**src/rtl/mem_arb_pkg.sv**
```systemverilog
// mem_arb_pkg: shared state, owner and read/write encodings for the RAM port arbiter.
package mem_arb_pkg;

    typedef enum logic [1:0] {
        ST_IDLE   = 2'd0,
        ST_ACCESS = 2'd1,
        ST_DONE   = 2'd2
    } state_t;

    typedef enum logic [1:0] {
        OWN_NONE  = 2'd0,
        OWN_FETCH = 2'd1,
        OWN_DATA  = 2'd2
    } owner_t;

    localparam logic RW_READ  = 1'b1;
    localparam logic RW_WRITE = 1'b0;

endpackage

```
**src/rtl/mem_arb_picker.sv**
```systemverilog
// mem_arb_picker: combinational winner select between fetch and data requests.
// MEM_ARB_ROUND_ROBIN_EN selects alternation on a tie; otherwise data always beats fetch.
module mem_arb_picker
    import mem_arb_pkg::*;
(
    input  logic   f_req,
    input  logic   d_req,
`ifdef MEM_ARB_ROUND_ROBIN_EN
    input  logic   last_fetch,
`endif
    output owner_t win
);

`ifdef MEM_ARB_ROUND_ROBIN_EN
    assign win = (f_req && d_req) ? (last_fetch ? OWN_DATA : OWN_FETCH) :
                 d_req ? OWN_DATA : f_req ? OWN_FETCH : OWN_NONE;
`else
    assign win = d_req ? OWN_DATA : f_req ? OWN_FETCH : OWN_NONE;
`endif

endmodule

```
**src/rtl/mem_port_arbiter.sv**
```systemverilog
// mem_port_arbiter: shares one single-port RAM between instruction fetch and data path.
// MEM_ARB_ROUND_ROBIN_EN enables round-robin tie-breaking; default build is data-over-fetch priority.
module mem_port_arbiter
    import mem_arb_pkg::*;
#(
    parameter int ADDR_W  = 16,
    parameter int DATA_W  = 32,
    parameter int MEM_LAT = 1
) (
    input  logic              clk,
    input  logic              reset,
    input  logic              f_req,
    input  logic [ADDR_W-1:0] f_addr,
    output logic              f_done,
    output logic [DATA_W-1:0] f_rdata,
    input  logic              d_req,
    input  logic              d_rw,
    input  logic [ADDR_W-1:0] d_addr,
    input  logic [DATA_W-1:0] d_wdata,
    output logic              d_done,
    output logic [DATA_W-1:0] d_rdata,
    output logic              mem_enable,
    output logic              mem_read_write,
    output logic [ADDR_W-1:0] mem_address,
    output logic [DATA_W-1:0] mem_data_in,
    input  logic [DATA_W-1:0] mem_data_out,
    output logic              busy,
    output logic [1:0]        owner
);

    state_t            state_q, state_d;
    owner_t            owner_q, owner_d, win;
    logic [2:0]        cnt_q, cnt_d;
    logic              en_q, en_d;
    logic              rw_q, rw_d;
    logic [ADDR_W-1:0] addr_q, addr_d;
    logic [DATA_W-1:0] wdata_q, wdata_d;
    logic [DATA_W-1:0] f_rdata_q, f_rdata_d;
    logic [DATA_W-1:0] d_rdata_q, d_rdata_d;
    logic              f_done_q, f_done_d;
    logic              d_done_q, d_done_d;

`ifdef MEM_ARB_ROUND_ROBIN_EN
    logic ptr_q, ptr_d;
    always_comb ptr_d = (state_q == ST_DONE) ? (owner_q == OWN_FETCH) : ptr_q;
    always_ff @(posedge clk) begin
        if (reset) ptr_q <= 1'b1;
        else       ptr_q <= ptr_d;
    end
    mem_arb_picker u_picker (.f_req(f_req), .d_req(d_req), .last_fetch(ptr_q), .win(win));
`else
    mem_arb_picker u_picker (.f_req(f_req), .d_req(d_req), .win(win));
`endif

    always_comb begin
        state_d   = state_q;
        owner_d   = owner_q;
        cnt_d     = cnt_q;
        en_d      = en_q;
        rw_d      = rw_q;
        addr_d    = addr_q;
        wdata_d   = wdata_q;
        f_rdata_d = f_rdata_q;
        d_rdata_d = d_rdata_q;
        f_done_d  = 1'b0;
        d_done_d  = 1'b0;
        case (state_q)
            ST_IDLE: begin
                if (win != OWN_NONE) begin
                    state_d = ST_ACCESS;
                    owner_d = win;
                    cnt_d   = 3'(MEM_LAT);
                    en_d    = 1'b1;
                    rw_d    = (win == OWN_FETCH) ? RW_READ : d_rw;
                    addr_d  = (win == OWN_FETCH) ? f_addr : d_addr;
                    wdata_d = (win == OWN_FETCH) ? wdata_q : d_wdata;
                end
            end
            ST_ACCESS: begin
                if (cnt_q == 3'd1) begin
                    state_d   = ST_DONE;
                    en_d      = 1'b0;
                    f_rdata_d = (rw_q == RW_READ && owner_q == OWN_FETCH) ? mem_data_out : f_rdata_q;
                    d_rdata_d = (rw_q == RW_READ && owner_q == OWN_DATA) ? mem_data_out : d_rdata_q;
                    f_done_d  = (owner_q == OWN_FETCH);
                    d_done_d  = (owner_q == OWN_DATA);
                end else begin
                    cnt_d = cnt_q - 3'd1;
                end
            end
            ST_DONE: begin
                state_d = ST_IDLE;
                owner_d = OWN_NONE;
            end
            default: begin
                state_d = ST_IDLE;
                owner_d = OWN_NONE;
                en_d    = 1'b0;
            end
        endcase
    end

    always_ff @(posedge clk) begin
        if (reset) begin
            state_q   <= ST_IDLE;
            owner_q   <= OWN_NONE;
            cnt_q     <= '0;
            en_q      <= 1'b0;
            rw_q      <= RW_READ;
            addr_q    <= '0;
            wdata_q   <= '0;
            f_rdata_q <= '0;
            d_rdata_q <= '0;
            f_done_q  <= 1'b0;
            d_done_q  <= 1'b0;
        end else begin
            state_q   <= state_d;
            owner_q   <= owner_d;
            cnt_q     <= cnt_d;
            en_q      <= en_d;
            rw_q      <= rw_d;
            addr_q    <= addr_d;
            wdata_q   <= wdata_d;
            f_rdata_q <= f_rdata_d;
            d_rdata_q <= d_rdata_d;
            f_done_q  <= f_done_d;
            d_done_q  <= d_done_d;
        end
    end

    assign mem_enable     = en_q;
    assign mem_read_write = rw_q;
    assign mem_address    = addr_q;
    assign mem_data_in    = wdata_q;
    assign f_rdata        = f_rdata_q;
    assign d_rdata        = d_rdata_q;
    assign f_done         = f_done_q;
    assign d_done         = d_done_q;
    assign busy           = (state_q != ST_IDLE);
    assign owner          = owner_q;

endmodule

```
**config.mk**
```make
export PLATFORM = sky130hd
export DESIGN_NAME = mem_port_arbiter
export DESIGN_NICKNAME = d
export VERILOG_FILES = /design/src/rtl/mem_arb_pkg.sv /design/src/rtl/mem_arb_picker.sv /design/src/rtl/mem_port_arbiter.sv
export SDC_FILE = /design/constraint.sdc
export NUM_CORES = 1
export LEC_CHECK = 0
export ABC_AREA = 0
export ABC_CLOCK_PERIOD_IN_PS = 1400
export BUFFER_PORTS_ARGS = -buffer_cell sky130_fd_sc_hd__buf_2
export CAP_MARGIN = 20
export CORE_MARGIN = 2
export CORE_UTILIZATION = 43
export DETAILED_ROUTE_END_ITERATION = 8
export GPL_TIMING_DRIVEN = 0
export PLACE_DENSITY = 0.76
export SLEW_MARGIN = 20
export SYNTH_ARGS = -nofsm -noshare
export SYNTH_HDL_FRONTEND = slang
export SYNTH_SLANG_ARGS = --single-unit
```
**constraint.sdc**
```tcl
create_clock -name clk -period 1.4 [get_ports clk]
set_input_delay 0.14 -clock clk [delete_from_list [all_inputs] [get_ports clk]]
set_output_delay 0.14 -clock clk [all_outputs]
set_load 0.01 [all_outputs]
```
Word level (Yosys, flattened, before mapping)
Index checks and enable logic that the tools add are counted.
{ "totals": {"reg_bits": 123, "inputBits": 101, "word_cells": 55} }
{ "classes": {"n_addsub": 1, "n_eq_ne": 9, "muxes": 15, "bitwise": 4, "reduce_logical": 15} }
{ "ops": {"columns": ["cell", "n"], "rows": [
  ["$mux W16", 1],
  ["$reduce_and A3 Y1", 5],
  ["$mux W2", 4],
  ["$pmux W2 S2", 2],
  ["$eq A2 B1 Y1 const B", 3],
  ["$mux W3", 2],
  ["$ne A2 B2 Y1 const B", 3],
  ["$pmux W3 S2", 1],
  ["$reduce_and A2 Y1", 3],
  ["$reduce_bool A2 Y1", 3],
  ["$eq A2 B2 Y1 const B", 2],
  ["$mux W1", 4],
  ["$not A1 Y1", 4],
  ["$eq A3 B1 Y1 const B", 1],
  ["$pmux W1 S3", 1],
  ["$reduce_or A3 Y1", 1],
  ["$sub A3 B1 Y3 const B", 1],
  ["$logic_and A1 B1 Y1", 2],
  ["$logic_not A2 Y1", 1]
]} }

Longest topological paths before layout
Gate-level depths: netlist of run 1.
{ "logic_depth": {"word_depth": 5, "depth_mapped": 8} }

Modules after synthesis
From an unflattened synthesis of run 1, not the netlist that was laid out.
{ "unflattened": {"cells_unflattened": 515, "hier_area_um2": 4772.1} }
{ "by_module_without_submodules": {"columns": ["module", "n_inst", "cells_each", "area_per_inst_um2", "seq_area_each_um2"], "rows": [
  ["mem_port_arbiter", 1, 513, 4750.8, 2462.4],
  ["mem_arb_picker", 1, 2, 21.3, 0.0]
]} }

Worst setup path after synthesis of run 1
OpenSTA, ideal clock, no wires.
{ "synth_path": {"path_type": "flip-flop to flip-flop", "start": "register cnt_q[1]", "end": "register f_rdata_q[10] (netlist: f_rdata[10])", "setup_time_ps": 72, "t_arrival_ps": 1467, "setup_slack_ps": -138, "stages_incl_launch_ff": 9, "path_buffers": 3, "cell_sequence": "dfxtp_1 -> inv_1 -> ha_1 -> and3b_1 -> clkbuf_2 -> and4b_1 -> buf_6 -> buf_6 -> mux2i_1"} }
{ "synth_between": {"elab_chain_cells": 2} }
{ "synth_rtl": {"columns": ["item", "line_no", "text"], "rows": [
  ["start: declaration", "mem_port_arbiter.sv:33", "logic [2:0] cnt_q, cnt_d;"],
  ["start signal: assignment", "mem_port_arbiter.sv:119", "cnt_q <= cnt_d;"],
  ["$eq A3 B1 Y1", "mem_port_arbiter.sv:80", "if (cnt_q == 3'd1) begin"],
  ["$reduce_and A3 Y1 (no source line)", null, null],
  ["end signal: assignment", "mem_port_arbiter.sv:124", "f_rdata_q <= f_rdata_d;"],
  ["end: declaration", "mem_port_arbiter.sv:38", "logic [DATA_W-1:0] f_rdata_q, f_rdata_d;"]
]} }
No other way between the ends.
A chain may end at the register's enable or synchronous reset.

Worst setup path in the final report of run 1
{ "layout_path": {"start": "register cnt_q[1]", "end": "register f_rdata_q[8] (netlist: f_rdata[8])"} }
The elaborated chain is that of the path after synthesis.

==> results.txt, run 1 <==
----------------------------------------------------
[GRT]
  First-pass GRT wire length ... 25,200 um
  Antenna violations before repair ... 0
  Global-route usage over all layers ... 0.248
  Remaining Overflow, GRT ... 0
  Pin count of the biggest net entering global routing ... 20
  Vias in the first global route ... 5,325

[STA]
  Smallest hold slack ... 0.00731 ns
  Shortest period the worst path allows ... 1.52 ns
  TNS Setup ... -2.52 ns
  Top achievable clock speed ... 659 MHz
  Worst slew margin relative to its limit ... 0.632
  Final period utilization ... 1.08
  Fin. max-slew vios ... 0
  Final hold violation count ... 0
  Final worst clock skew ... 0.00749 ns
  Number of setup violations in the final report ... 44
  Slew @ Worst Pin ... 0.553 ns
  Setup repair after global routing missed its margin ... true
  Post-route worst setup slack ... -0.118 ns

[Route]
  Number of vias per cell after detailed routing ... 5.25
  Number of optimization iterations in the first detailed-route pass ... 5
  Final routed wire length divided by cell count ... 16.3 um
  Remaining design rule violation count ... 0
  Drt first-iter violations ... 288
  Via total after detailed routing ... 5,338
  Detailed-route wire length ... 16,500 um
  Residual antenna-violating net count after detailed routing ... 0

[Critical path]
  Startpoint of the lowest-slack register-to-register path ... cnt_q[1]
  Crit path required time ... 1.74 ns
  Chain of cells forming the critical path ... inv_2, ha_4, and3b_1, and4b_1, buf_8, clkbuf_16, mux2i_1
  Worst-case register-to-register setup slack ... -0.12 ns
  Kind of end point of the critical path ... flip-flop
  Longest individual stage delay on the worst path ... 0.31 ns
  Cell with the largest stage delay on the worst path ... sky130_fd_sc_hd__dfxtp_2
  Crit-path leading delay family ... buffers and inverters
  CP startpoint ... cnt_q[1]
  Kind of start point of the critical path ... flip-flop
  Worst endpoint data arrival time ... 1.85 ns
  Buffers and inverters on the worst path ... 3
  Start-to-end type of the worst setup path ... reg -> reg
  Max Fanout on Critical Path ... 7

[Pwr]
  Power Density ... 1220 nW/um^2
  Static leakage ... 3.48 nW
  Worst VDD drop ... 1.04 mV

[Logic synthesis]
  Most repeated cell in the gate-level netlist after synthesis ... sky130_fd_sc_hd__dfxtp_1
  Fraction of synthesis flops using an asynchronous set or reset pin ... 0
  Synthesized Nets ... 664
  Post-synthesis cell type count ... 38
  Yosys warnings ... 0
  Yosys top cell by area ... sky130_fd_sc_hd__dfxtp_1
  FF+latch count, synth ... 123
  Summed instance area of the synthesized netlist ... 5080 um^2
  Ranking of synthesized cells by instance count ... sky130_fd_sc_hd__dfxtp_1, sky130_fd_sc_hd__a21oi_1, sky130_fd_sc_hd__nand2_1
  Portion of the post-synthesis area used by sequential elements ... 0.484
  Synthesized instance count ... 561
  Fraction of post-synthesis cell area in the top cell type by area ... 0.484
  EDFF count, synth ... 0
  Syn Area/Cell ... 9.06 um^2
  Most frequently used flop master after synthesis ... sky130_fd_sc_hd__dfxtp_1
  Top post-synthesis cells by area ... sky130_fd_sc_hd__dfxtp_1, sky130_fd_sc_hd__mux2i_1, sky130_fd_sc_hd__a21oi_1

[Die]
  Area of the die ... 12,700 um^2
  Starting density of the core ... 0.443
  Standard-cell rows ... 39
  Height of the die ... 113 um
  Standard cell core area ... 11,500 um^2
  I/O pin count ... 220
  Die width ... 113 um

[Hold path]
  Class of the most critical hold timing path ... in -> reg
  Origin of the worst min-delay path ... reset

[Cells and area]
  Count of filler cells inserted in the layout ... 803
  Sequential cell area in the final layout ... 2480 um^2
  Area growth from synthesis to final layout ... 55.7%
  Share of cells above drive strength 1 ... 0.396
  Utilization after layout ... 0.690
  Number of nets in the layout ... 968
  Area occupied by multi-input gates ... 2490 um^2
  N_diodes ... 0
  Cell area after layout ... 7910 um^2

[Clocking]
  Clock buffer depth ... 2
  CTS root buffer ... sky130_fd_sc_hd__clkbuf_16
  CTS sink cnt ... 123
  Clock-pin slew of the registers on the worst-case setup and hold paths ... 0.05 ns
  Count of H-tree levels built during CTS ... 4
  Number of buffers added by the clock tree synthesis step ... 17
  CTS tree ... done
  Worst skew pair latency ... 0.42 ns

[Placement]
  Placed Instance Area ... 6380 um^2
  Number of I/O port buffers ... 219
  Routability congestion estimate from global placement ... 0.817
  Detailed placement HPWL ... 10,900 um
  Place WS ... -0.347 ns

[Job]
  Reported max-cap violation count ... 0

[Outcome]
  Result of the run ... finished with violations
  Failing checks ... setup timing

----------------------------------------------------
-- timing repair --
| action | 4_1_cts | 5_1_grt |
|---|---|---|
| hold endpoints to repair | 53 | 0 |
| gates cloned | 2 | 3 |
| hold buffers | 47 | 0 |
| setup endpoints to repair | 100 | 113 |
| pin swaps | 3 | 34 |
| gates resized for setup | 61 | 74 |
| setup buffers | 6 | 11 |
-- power by group --
part / leakage (nW) / total (mW) / switching [mW] / internal (mW)
Sequential: 1.00 / 3.83 / 0.133 / 3.69
Clock: 0.259 / 3.96 / 1.43 / 2.53
Combinational: 2.21 / 1.89 / 0.981 / 0.909
Total: 3.48 / 9.67 / 2.54 / 7.13
-- placed cells by master (no fill, tap or decap), drive strengths merged --
cell	instances
nor3	2
and2	3
and3b	1
dlygate4sd3	47
nand4	32
inv	6
nor4	1
a211oi	16
nand3	2
o21bai	1
nor2	3
buf	265
clkinv	2
bufinv	1
o41ai	2
o21ai	32
nand4bb	1
a31o	1
nand2b	66
clkbuf	51
a31oi	2
or2	1
a21oi	84
and4b	1
ha	2
or3b	1
dfxtp	123
nand3b	2
or4	1
mux2i	48
nand2	67
nor3b	3
nor2b	4
-- worst paths after layout --
path / cells past startpoint / end
max reg2reg: 7 / f_rdata[8]
min: 3 / state_q[1]
max: 7 / f_rdata[8]
min reg2reg: 2 / mem_data_in[12]
-- sequential cells by signal (all words and copies together), names as in the netlist --
name / count
cnt_q: 3
mem_enable: 1
state_q: 2
d_done: 1
mem_data_in: 32
f_rdata: 32
mem_read_write: 1
f_done: 1
d_rdata: 32
owner: 2
mem_address: 16
-- routing by layer --
metal	routed length, um	global-route usage	part of all wire	vias up
met5	0	0	0	-
met4	352	0.0976	0.021	0
met3	1260	0.0862	0.076	31
met2	8380	0.439	0.51	255
met1	6550	0.273	0.40	2491
li1	-	-	-	2561
-- stage by stage --
stage | power [mW] | cells
2_1_floorplan | 4.70 | 561
3_3_place_gp | 5.21 | 923
3_5_place_dp | 5.26 | 923
4_1_cts | 9.48 | 1004
5_1_grt | 10.0 | 1017
6_report | 9.67 | 1017
-- logic make-up after synthesis --
kind of cell	Yosys count	share of synthesized area
and+or+nand+nor	191	0.204
AOI/OAI and AO/OA	138	0.154
DFF	123	0.484
buffers and inverters	59	0.0576
muxes	48	0.0945
adders and majority gates	2	0.00492
-- worst reg2reg max path, cell delays in order, from the launching register on --
cell and delay (ns):
sky130_fd_sc_hd__dfxtp_2 0.31, sky130_fd_sc_hd__inv_2 0.06, sky130_fd_sc_hd__ha_4 0.12, sky130_fd_sc_hd__and3b_1 0.16, sky130_fd_sc_hd__and4b_1 0.24, sky130_fd_sc_hd__buf_8 0.18, sky130_fd_sc_hd__clkbuf_16 0.17, sky130_fd_sc_hd__mux2i_1 0.20
-- area by class of cell --
class	instances	area share
Tap cell	143	0.0226
Inverter	6	0.00285
Timing Repair Buffer	288	0.229
Multi-Input combinational cell	379	0.315
Clock buffer	25	0.0613
Buffer	50	0.0514
Clock inverter	3	0.00506
Sequential cell	123	0.313
Power figures use the tool's default switching activity.
==> run 2, diff against run 1 <==
Settings changed: SETUP_SLACK_MARGIN set to 0.15.
==> run 2 against run 1 <==
Compared with the run above: the flow still finishes with violations (setup timing); utilization up 9.8 points; total power rose by 11%; non-clock buffer count increased by 44; final area rose by 14%; first-iteration DRC count increased by 22%; worst hold slack gained 0.029 ns; die area stayed put; clock power up 5%; sequential share of layout area shrank 3.9 points; critical endpoint is now d_done; largest cell class unchanged; highest routed layer unchanged.
==> results.txt, run 2 (synthesized netlist as in run 1, its figures left out) <==
----------------------------------------------------
[STA]
  Shortest period the worst path allows ... 1.72 ns (+0.197 ns)
  Fin. max-slew vios ... 0 (unchanged)
  Top achievable clock speed ... 583 MHz (-11%)
  Number of setup violations in the final report ... 73 (+66%)
  Worst slew margin relative to its limit ... 0.648 (+0.0168)
  Post-route worst setup slack ... -0.315 ns (-0.197 ns)
  Setup repair after global routing missed its margin ... true
  Final period utilization ... 1.23 (+0.141)
  Final hold violation count ... 0 (unchanged)
  Slew @ Worst Pin ... 0.527 ns (-0.0252 ns)
  Smallest hold slack ... 0.0364 ns (+0.0291 ns)
  TNS Setup ... -13.07 ns (-10.55 ns)
  Final worst clock skew ... 0.00640 ns (-0.00109 ns)

[Pwr]
  Static leakage ... 4.00 nW (+15%)
  Switching share of total power ... 0.285 (+0.0227)
  Net switching power figure ... 3.05 mW (+20%)
  Internal portion of total power ... 7.65 mW (+7.2%)
  Power Density ... 1180 nW/um^2 (-3.2%)
  Worst VDD drop ... 1.10 mV (+6.1%)
  Share of power burned in combinational logic ... 0.250 (+0.055)
  Clock network fraction of design power ... 0.388 (-0.021)
  Sequential share of power ... 0.362 (-0.034)

[Clocking]
  Count of H-tree levels built during CTS ... 4 (unchanged)
  Number of buffers added by the clock tree synthesis step ... 17 (unchanged)
  Clock-pin slew of the registers on the worst-case setup and hold paths ... 0.05 ns (about the same)
  CTS sink cnt ... 123 (unchanged)
  CTS root buffer ... sky130_fd_sc_hd__clkbuf_16
  Worst skew pair latency ... 0.42 ns (about the same)
  CTS tree ... done
  Clock buffer depth ... 2 (unchanged)

[Critical path]
  Max Fanout on Critical Path ... 3 (-4)
  Worst endpoint data arrival time ... 2.06 ns (+0.21 ns)
  Crit-path leading delay family ... simple AND/OR/NAND/NOR gates
  Number of logic stages on the critical path including buffering ... 8 (+1)
  Longest individual stage delay on the worst path ... 0.58 ns (+0.27 ns)
  Crit path required time ... 1.74 ns (about the same)
  Buffers and inverters on the worst path ... 4 (+1)
  Startpoint of the lowest-slack register-to-register path ... cnt_q[1]
  Termination of the worst setup path ... d_done
  End of the worst register-to-register path ... d_done
  Worst-case register-to-register setup slack ... -0.32 ns (-0.20 ns)
  Chain of cells forming the critical path ... inv_2, ha_4, buf_4, buf_6, buf_6, nand2b_4, or4_4, nor3b_2
  CP startpoint ... cnt_q[1]
  Start-to-end type of the worst setup path ... reg -> reg
  Critical Path Most Common Cell ... sky130_fd_sc_hd__buf_6
  Kind of start point of the critical path ... flip-flop
  Cell with the largest stage delay on the worst path ... sky130_fd_sc_hd__or4_4
  Depth of the most critical reg-to-reg path ... 8 (+1)
  Kind of end point of the critical path ... flip-flop

[Cells and area]
  Number of nets in the layout ... 1,012 (+4.5%)
  Cell area after layout ... 9040 um^2 (+14%)
  Area growth from synthesis to final layout ... 77.8%
  Share of cells above drive strength 1 ... 0.495 (+0.0987)
  Count of filler cells inserted in the layout ... 680 (-15%)
  Non-filler cells in the finished layout ... 1,066 (+4.8%)
  Commonest non-fill, non-tap cell in the layout ... sky130_fd_sc_hd__buf_2
  Leading cell types in the layout, fill and taps excluded ... sky130_fd_sc_hd__buf_2, sky130_fd_sc_hd__dfxtp_1, sky130_fd_sc_hd__nand2b_1, sky130_fd_sc_hd__dlygate4sd3_1, sky130_fd_sc_hd__mux2i_1

[Die]
  Standard cell core area ... 11,500 um^2 (unchanged)
  I/O pin count ... 220 (unchanged)
  Area of the die ... 12,700 um^2 (unchanged)
  Starting density of the core ... 0.443 (unchanged)
  Standard-cell rows ... 39 (unchanged)
  Die width ... 113 um (unchanged)
  Height of the die ... 113 um (unchanged)

[Route]
  Detailed-route wire length ... 20,100 um (+21%)
  Drt first-iter violations ... 352 (+22%)
  Residual antenna-violating net count after detailed routing ... 0 (unchanged)
  Final routed wire length divided by cell count ... 18.8 um (+16%)
  Number of vias per cell after detailed routing ... 5.43 (+3.4%)
  Via total after detailed routing ... 5,788 (+8.4%)
  Number of optimization iterations in the first detailed-route pass ... 5 (unchanged)
  Remaining design rule violation count ... 0 (unchanged)

[GRT]
  Pin count of the biggest net entering global routing ... 17 (-15%)
  Remaining Overflow, GRT ... 0 (unchanged)
  Vias in the first global route ... 5,658 (+6.3%)
  Antenna violations before repair ... 1 (+1)
  Global-route usage over all layers ... 0.271 (+0.0224)
  First-pass GRT wire length ... 27,300 um (+8.5%)

[Placement]
  Place WS ... -0.284 ns (+0.0622 ns)
  Placed Instance Area ... 6420 um^2 (+0.57%)
  Detailed placement HPWL ... 10,800 um (-1.4%)
  Routability congestion estimate from global placement ... 0.801 (-1.9%)
  # placed instances ... 923 (unchanged)
  Number of I/O port buffers ... 219 (unchanged)

[Hold path]
  Class of the most critical hold timing path ... in -> reg

[Job]
  Reported max-cap violation count ... 0 (unchanged)

[Outcome]
  Result of the run ... finished with violations
  Failing checks ... setup timing

----------------------------------------------------
## run 2: changes by cell type in the layout (fill, tap and decap cells not counted), sizes merged
cell	delta
dlygate4sd3	+18
buf	+19
clkinvlp	+1
diode	+1
clkbuf	+6
clkinv	+4
## run 2: final cells by class
cell class / count / area, um^2 / area share
repair buffers: 329 / 2370 / 0.263
plain buffers: 53 / 514 / 0.0569
flip-flops and latches: 123 / 2480 / 0.274
inverters: 6 / 25.0 / 0.00277
multi-input cells: 379 / 2920 / 0.323
well taps: 143 / 179 / 0.0198
clock inverters: 8 / 67.6 / 0.00748
diodes: 1 / 2.50 / 0.000277
clock buffers: 24 / 482 / 0.0533
## run 2: layer usage
metal | global-route usage | share of wire | up-vias
li1 | - | - | 2666
met5 | 0 | 0 | -
met1 | 0.295 | 0.38 | 2781
met2 | 0.487 | 0.52 | 288
met3 | 0.0798 | 0.070 | 53
met4 | 0.116 | 0.033 | 0
## run 2: worst min path at each step
stage | from | endpoint | slack [ns] | cells past startpoint
6_report | mem_data_out[10] | f_rdata[10] | 0.04 | 3
5_1_grt | mem_data_out[10] | d_rdata[10] | 0.05 | 3
4_1_cts | mem_data_out[10] | d_rdata[10] | 0.006 | 3
3_5_place_dp | d_wdata[19] | mem_data_in[19] | 0.39 | 3
3_3_place_gp | d_wdata[10] | mem_data_in[10] | 0.38 | 3
2_1_floorplan | d_wdata[0] | mem_data_in[0] | 0.28 | 2
## run 2: power by group through the flow
stage,clock (mW),sequential [mW],combinational (mW)
after global routing,4.33,3.89,2.81
after global placement,0,3.86,1.37
after CTS,4.15,3.83,1.77
after detailed placement,0,3.87,1.41
after floorplan,0,3.94,0.790
final,4.15,3.88,2.67
## run 2: per-stage QoR
stage               utilization  power [mW]
global route              0.788        11.0
CTS                       0.700        9.75
detailed placement        0.560        5.28
finish                    0.788        10.7
floorplan                     -        4.73
global placement          0.560        5.23
## run 2: what timing repair did
item                                    4_1_cts  5_1_grt
endpoints found under the setup margin      115      122
resized for setup                            84      193
hold buffers                                 65        0
pin swaps                                     6      134
gates cloned                                  2        9
endpoints found under the hold margin        80        0
buffers inserted                              7       27
## run 2: tightest hold or removal path: cells and delay by family
| family | cells | cell delay [ns] |
|---|---|---|
| buffers and inverters | 1 | 0.12 |
| muxes | 1 | 0.06 |
| and+or+nand+nor | 1 | 0.08 |
